`src/rtl/num_ascii_serializer.sv`:
```
// Prints signed 32-bit numbers as decimal ASCII over a byte handshake stream.
// Digits come from repeated subtraction of powers of ten, so no divider is needed.
module num_ascii_serializer #(
    parameter logic [7:0] SEPARATOR  = 8'h20,
    parameter logic [7:0] TERMINATOR = 8'h0A
) (
    input  logic        clk,
    input  logic        rst,
    input  logic        clear,
    input  logic        num_valid,
    input  logic [31:0] num_data,
    input  logic        num_last,
    output logic        num_ready,
    output logic        char_valid,
    output logic [7:0]  char_data,
    input  logic        char_ready,
    output logic [10:0] num_count,
    output logic        busy
);

    typedef enum logic [2:0] {
        IDLE,
        SIGN,
        CALC,
        EMIT,
        SEP
    } state_t;

    state_t      state_q, state_d;
    logic [31:0] mag_q, mag_d;
    logic [3:0]  digit_q, digit_d;
    logic [3:0]  idx_q, idx_d;
    logic        neg_q, neg_d;
    logic        last_q, last_d;
    logic        started_q, started_d;
    logic [10:0] count_q, count_d;

    logic [31:0] pow;
    logic        magGe;

    function automatic logic [31:0] pow10(input logic [3:0] idx);
        case (idx)
            4'd0:    pow10 = 32'd1;
            4'd1:    pow10 = 32'd10;
            4'd2:    pow10 = 32'd100;
            4'd3:    pow10 = 32'd1000;
            4'd4:    pow10 = 32'd10000;
            4'd5:    pow10 = 32'd100000;
            4'd6:    pow10 = 32'd1000000;
            4'd7:    pow10 = 32'd10000000;
            4'd8:    pow10 = 32'd100000000;
            4'd9:    pow10 = 32'd1000000000;
            default: pow10 = 32'd1;
        endcase
    endfunction

    assign pow   = pow10(idx_q);
    assign magGe = (mag_q >= pow);

    always_comb begin
        state_d    = state_q;
        mag_d      = mag_q;
        digit_d    = digit_q;
        idx_d      = idx_q;
        neg_d      = neg_q;
        last_d     = last_q;
        started_d  = started_q;
        count_d    = count_q;
        num_ready  = 1'b0;
        char_valid = 1'b0;
        char_data  = 8'h00;

        case (state_q)
            IDLE: begin
                num_ready = 1'b1;
                if (num_valid) begin
                    // Two's-complement negate; 0x80000000 maps to itself, i.e. 2147483648 unsigned.
                    neg_d     = num_data[31];
                    mag_d     = num_data[31] ? (~num_data + 32'd1) : num_data;
                    last_d    = num_last;
                    idx_d     = 4'd9;
                    digit_d   = 4'd0;
                    started_d = 1'b0;
                    state_d   = num_data[31] ? SIGN : CALC;
                end
            end

            SIGN: begin
                char_valid = 1'b1;
                char_data  = 8'h2D;
                // SIGN is only entered with neg set; a cleared flag means there is no sign to send.
                if (char_ready || !neg_q) begin
                    state_d = CALC;
                end
            end

            CALC: begin
                if (magGe) begin
                    mag_d   = mag_q - pow;
                    digit_d = digit_q + 4'd1;
                end else if ((digit_q != 4'd0) || started_q || (idx_q == 4'd0)) begin
                    state_d = EMIT;
                end else begin
                    idx_d = idx_q - 4'd1;
                end
            end

            EMIT: begin
                char_valid = 1'b1;
                char_data  = 8'h30 + {4'h0, digit_q};
                if (char_ready) begin
                    started_d = 1'b1;
                    digit_d   = 4'd0;
                    if (idx_q == 4'd0) begin
                        state_d = SEP;
                    end else begin
                        idx_d   = idx_q - 4'd1;
                        state_d = CALC;
                    end
                end
            end

            SEP: begin
                char_valid = 1'b1;
                char_data  = last_q ? TERMINATOR : SEPARATOR;
                if (char_ready) begin
                    count_d = (count_q == 11'h7FF) ? count_q : (count_q + 11'd1);
                    state_d = IDLE;
                end
            end

            default: begin
                state_d = IDLE;
            end
        endcase

        if (rst || clear) begin
            num_ready = 1'b0;
        end
    end

    always_ff @(posedge clk) begin
        if (rst || clear) begin
            state_q   <= IDLE;
            mag_q     <= 32'd0;
            digit_q   <= 4'd0;
            idx_q     <= 4'd0;
            neg_q     <= 1'b0;
            last_q    <= 1'b0;
            started_q <= 1'b0;
            count_q   <= 11'd0;
        end else begin
            state_q   <= state_d;
            mag_q     <= mag_d;
            digit_q   <= digit_d;
            idx_q     <= idx_d;
            neg_q     <= neg_d;
            last_q    <= last_d;
            started_q <= started_d;
            count_q   <= count_d;
        end
    end

    assign num_count = count_q;
    assign busy      = (state_q != IDLE);

endmodule

```
`config.mk`:
```
export PLATFORM = sky130hd
export DESIGN_NAME = num_ascii_serializer
export DESIGN_NICKNAME = d
export VERILOG_FILES = /design/src/rtl/num_ascii_serializer.sv
export SDC_FILE = /design/constraint.sdc
export NUM_CORES = 1
export LEC_CHECK = 0
export ABC_AREA = 0
export BUFFER_PORTS_ARGS = -buffer_cell sky130_fd_sc_hd__buf_4
export CORE_ASPECT_RATIO = 1.1
export CORE_MARGIN = 2
export CORE_UTILIZATION = 40
export CTS_BUF_LIST = sky130_fd_sc_hd__clkbuf_4 sky130_fd_sc_hd__clkbuf_8 sky130_fd_sc_hd__clkbuf_16
export DETAILED_ROUTE_END_ITERATION = 12
export GPL_TIMING_DRIVEN = 0
export PLACE_DENSITY = 0.65
export RECOVER_POWER = 100
export SLEW_MARGIN = 25
export SYNTH_ARGS = -nofsm -noshare
export SYNTH_HDL_FRONTEND = slang
export SYNTH_SLANG_ARGS = --single-unit
```
`constraint.sdc`:
```
create_clock -name clk -period 3.51 [get_ports clk]
set_input_delay 0.8775 -clock clk [delete_from_list [all_inputs] [get_ports clk]]
set_output_delay 0.8775 -clock clk [all_outputs]
set_load 0.05 [all_outputs]
```
## Word-level counts from Yosys, hierarchy flattened

Memory sizes are Yosys's and may differ from the RTL's. A register that Yosys moved wholly into a read port is not among the register bits.
Cells that the tools add are included.

- Add/sub/neg operators: 6
- Magnitude comparators: 1
- Equal/unequal tests: 14
- Multiplexer cells: 33
- Bitwise gates (word level): 2
- Reductions and logical operators: 20

Operator list:

| operator | number |
|---|---|
| $mux 32 | 3 |
| $pmux 32 s2 | 1 |
| $mux 4 | 10 |
| $add 32x1->32 const B | 1 |
| $ge 32x32->1 | 1 |
| $not 32->32 | 1 |
| $sub 32x32->32 | 1 |
| $pmux 4 s3 | 2 |
| $mux 3 | 7 |
| $pmux 7 s3 | 1 |
| $ne 2x2->1 const B | 9 |
| $pmux 3 s5 | 1 |
| $reduce_and 6->1 | 2 |
| $add 11x1->11 const B | 1 |
| $eq 11x11->1 const B | 1 |
| $reduce_and 3->1 | 3 |
| $add 6x4->7 const A | 1 |
| $eq 3x2->1 const B | 2 |
| $mux 6 | 1 |
| $reduce_bool 3->1 | 2 |
| $mux 1 | 5 |
| $add 4x1->4 const B | 1 |
| $logic_not 4->1 | 1 |
| $logic_or 1x1->1 | 4 |
| 13 further kinds | 14 |

- Register bits after elaboration: 57
- ROM bits: 480
- Input port bits: 38
- Output and inout port bits: 22
- Logic and storage cells: 85
- Memories kept: 1

Memory list:

| name | depth | width | rd ports | clocked after Yosys merged registers in | write ports | RTL line | text |
|---|---|---|---|---|---|---|---|
| (name not given) | 16 | 30 | 1 | 1 | 0 | 42 | `case (idx)` |

## Logic depth before layout (Yosys ltp)

- Word-level depth: 8
- Depth in mapped cells: 14

## Least setup slack after synthesis

No wires, ideal clock.

- Path type: input to output
- Start: input clear
- End: output num_ready
- Arrival time: 2.229 ns
- Path slack: 0.404 ns
- Stages on the path: 4
- Cell sequence: or2_0 clkbuf_1 clkbuf_1 nor2_1

- Cells in the longest elaborated chain, start to end: 2

RTL lines:

| item | RTL line | text |
|---|---|---|
| start, declared | 9 | `input logic clear,` |
| $logic_or 1x1->1 | 137 | `if (rst \|\| clear) begin` |
| $mux 1 | 137 |  |
| end, declared | 13 | `output logic num_ready,` |

Every way passes these cells.

## Final worst setup path

Same ends and word-level chain as after synthesis.

==> results.md <==
| Item | Value | Unit |
|:---|:---|:---|
| EDFF count, synth | 0 | - |
| Data required time of the critical path | 2630 | ps |
| Worst-case clock buffer depth | 2 | - |
| Total overflow reported by the global router | 0 | - |
| Aggregate routed wire length | 18.3 | mm |
| Leading post-synthesis cells by instance count | sky130_fd_sc_hd__dfxtp_1 (80), sky130_fd_sc_hd__nand2_1 (75), sky130_fd_sc_hd__nor2_1 (72) | - |
| Maximum level of the CTS H-tree | 3 | - |
| Worst hold path class | reg -> reg | - |
| Power density of the placed cells | 470 | mW/mm^2 |
| Clk slew on worst S/H paths | 60 | ps |
| Final Net Count | 915 | - |
| Worst vdd rail ir drop | 0.227 | mV |
| Post-synthesis mux area share | 0.0101 | - |
| Pins Over Slew Limit | 0 | - |
| Starting density of the core | 0.411 | - |
| Final Cycle Share | 0.980 | - |
| Slew at the pin with the worst max-slew slack | 882 | ps |
| Post-Synthesis Cells | 766 | - |
| PortBufs | 56 | - |
| Detailed Place HPWL | 13.6 | mm |
| Top_reg_cell synth | sky130_fd_sc_hd__dfxtp_1 | - |
| Num CTS Buffers | 9 | - |
| Sequential-to-total area share from yosys stat | 0.268 | - |
| Mean area per synthesized cell | 7.79 | sq um |
| Synth unique cells | 87 | - |
| CP Max Fanout | 10 | - |
| Yosys warns | 0 | - |
| Share of final-layout standard cells stronger than drive strength 1 | 0.139 | - |
| Min cycle time layout | 3440 | ps |
| Compound-gate portion of the synthesized area | 0.277 | - |
| Final std cell area, no fill | 0.00697 | sq mm |
| Kind of cell adding the most delay to the critical path | buffers and inverters | - |
| Buffers and inverters on the worst path | 4 | - |
| Number of endpoints with negative hold slack in the final report | 0 | - |
| Setup TNS | 0 | ps |
| Via count of the first global-routing pass | 5618 | - |
| End-of-flow core utilization | 0.481 | - |
| Synth async-reset ratio | 0 | - |
| Share of synthesized cell area in full adder, half adder and majority cells | 0.0872 | - |
| Area share of the leading cell type in the synthesized netlist | 0.268 | - |
| CTS tree | built | - |
| Most frequent cell after synthesis | sky130_fd_sc_hd__dfxtp_1 | - |
| Num rows | 46 | - |
| Average via count per standard cell | 5.63 | - |
| Startpoint class of the critical path | input pin | - |
| # IOs | 60 | - |
| Synthesized-area fraction occupied by and/or/nand/nor cells | 0.217 | - |
| Detailed router's first-iteration violation count | 456 | - |
| DRC viols | 0 | - |
| Biggest area contributors in the synthesized netlist | sky130_fd_sc_hd__dfxtp_1 (27%), sky130_fd_sc_hd__ha_1 (8.4%), sky130_fd_sc_hd__xor2_1 (5.7%) | - |
| Cell type contributing the most total cell area after synthesis | sky130_fd_sc_hd__dfxtp_1 | - |
| Post-Place Cell Area | 0.00663 | sq mm |
| Leakage dissipation | 2.89 | nW |
| Worst path max stage delay | 530 | ps |
| First-pass GRT wire length | 29.4 | mm |
| Final Skew | 7.26 | ps |
| Max-capacitance violation count | 0 | - |
| DRT antenna net count | 0 | - |
| Horizontal extent of the die | 120 | um |
| Pre-Repair DR Iteration Count | 5 | - |
| Share of the synthesized netlist area taken by xor and xnor gates | 0.0851 | - |
| Result of the run | complete, no violations | - |
| Routed wire length per instance | 17.7 | um |
| Die Outline Area | 0.0159 | sq mm |
| Filler instances | 1496 | - |
| Sum of internal, switching and leakage power | 3.27 | mW |
| Number of flip-flops and latches in the synthesized netlist | 80 | - |
| Total routing usage reported by global routing | 0.234 | - |
| Final-report setup violation count | 0 | - |
| Worst-path cell with the longest stage delay | sky130_fd_sc_hd__clkbuf_1 | - |
| Antenna violations before repair | 0 | - |
| Setup repair after global routing missed its margin | yes | - |
| Die height | 132 | um |
| Area inside the core boundary | 0.0145 | sq mm |
| Total standard cell area after synthesis | 0.00597 | sq mm |
| Gp weighted congestion | 0.927 | - |
| CP Data Arrival Time | 2560 | ps |
| Maximum number of pins on one net before global-route repair | 15 | - |
| Max-slew headroom at the worst pin | 0.412 | - |
| Hold slack final | 462 | ps |
| Largest family of logic cells by synthesized area | compound AO/OA/AOI/OAI gates | - |
| CP cell instances | buf_4 -> or2_0 -> clkbuf_1 -> clkbuf_1 -> nor2_1 -> buf_4 | - |
| Total inserted antenna cells | 0 | - |
| Fmax achieved | 291 | MHz |
| Classification of the worst setup path | in -> out | - |
| Routed vias | 5817 | - |
| Number of sinks driven by the clock tree | 80 | - |
| Critical path endpoint category | output pin | - |
| Syn-to-layout area delta | 16.8 | % |
| Root buffer selected by CTS | sky130_fd_sc_hd__clkbuf_16 | - |
| Clock Latency Late Sink | 350 | ps |
==> flip-flops by register name (all words and copies together), names as in the netlist <==
name,cells
num_count,11
pow,23
digit_q,4
neg_q,1
mag_q,32
idx_q,4
started_q,1
last_q,1
state_q,3
==> layout make-up <==
class | instances | area [sq um] | area share
Clock buffer | 10 | 239 | 0.0343
Inverter | 39 | 146 | 0.0210
Sequential cell | 80 | 1600 | 0.230
Multi-Input combinational cell | 612 | 4090 | 0.586
Tap cell | 192 | 240 | 0.0345
Buffer | 36 | 180 | 0.0258
Timing Repair Buffer | 58 | 383 | 0.0549
Clock inverter | 6 | 92.6 | 0.0133
==> power breakdown <==
part	total (mW)	switching [mW]	internal, mW	leakage, nW
logic	1.24	0.758	0.483	2.08
registers	0.981	0.0250	0.956	0.651
clock network	1.05	0.408	0.645	0.155
total	3.27	1.19	2.08	2.89
==> repair_timing <==
| item | CTS | global route |
|---|---|---|
| pin swaps | 0 | 1 |
| gates resized for setup | 3 | 11 |
| endpoints found under the setup margin | 9 | 32 |
| endpoints found under the hold margin | 0 | 0 |
| setup buffers | 0 | 2 |
| hold buffers | 0 | 0 |
==> through the flow <==
stage	instances	setup WS [ps]
after floorplan	767	404
after global placement	1015	-163
after detailed placement	1015	-182
after CTS	1031	34.6
after global routing	1033	-75.8
final	1033	70.2
==> cell usage in the layout (no fill, tap or decap), types with 5 or more instances in the layout <==
cell	count
sky130_fd_sc_hd__dfxtp_1	80
sky130_fd_sc_hd__nand2_1	75
sky130_fd_sc_hd__nor2_1	70
sky130_fd_sc_hd__a21oi_1	68
sky130_fd_sc_hd__o21ai_0	50
sky130_fd_sc_hd__buf_4	47
sky130_fd_sc_hd__xor2_1	39
sky130_fd_sc_hd__ha_1	39
sky130_fd_sc_hd__inv_1	38
sky130_fd_sc_hd__clkbuf_1	35
sky130_fd_sc_hd__xnor2_1	19
sky130_fd_sc_hd__nor3_1	18
sky130_fd_sc_hd__a21o_1	15
sky130_fd_sc_hd__nand3_1	15
sky130_fd_sc_hd__o31ai_1	14
sky130_fd_sc_hd__a211oi_1	14
sky130_fd_sc_hd__o211ai_1	12
sky130_fd_sc_hd__nand2b_1	11
sky130_fd_sc_hd__nor4_1	9
sky130_fd_sc_hd__nor2b_1	9
sky130_fd_sc_hd__clkbuf_16	9
sky130_fd_sc_hd__nand4_1	7
sky130_fd_sc_hd__and3_1	7
sky130_fd_sc_hd__buf_2	6
sky130_fd_sc_hd__and2_1	6
sky130_fd_sc_hd__or3_1	6
sky130_fd_sc_hd__a31oi_1	6
sky130_fd_sc_hd__or2_2	5
sky130_fd_sc_hd__mux2i_1	5
sky130_fd_sc_hd__a22oi_1	5
==> path summary, 6_finish.rpt <==
check                 from   endpoint  slack (ps)  depth (start not counted)
setup / recovery     clear  num_ready          70                          6
hold / removal    mag_q[5]   mag_q[5]         460                          2
setup reg to reg   pow[28]     pow[8]         120                         14
hold reg to reg   mag_q[5]   mag_q[5]         460                          2
==> cell families after synthesis <==
| logic type | after synthesis |
|---|---|
| DFF | 80 |
| AOI/OAI and AO/OA | 242 |
| xor gates and xnor gates | 58 |
| muxes | 6 |
| adders and majority gates | 41 |
| other | 1 |
| and+or+nand+nor | 263 |
| buffers and inverters | 75 |
==> per-layer routing <==
layer | up-vias | track usage | part of all wire
met1 | 2709 | 0.308 | 0.45
li1 | 2893 | - | -
met4 | 0 | 0.0866 | 0.027
met3 | 42 | 0.0298 | 0.046
met5 | - | 0 | 0
met2 | 173 | 0.390 | 0.47
==> worst min-delay path, stage by stage, from the launching register on <==
cell and delay [ps]:
sky130_fd_sc_hd__dfxtp_1 310, sky130_fd_sc_hd__nand2_1 50, sky130_fd_sc_hd__a21oi_1 50
(Power assumes the default switching activity.)
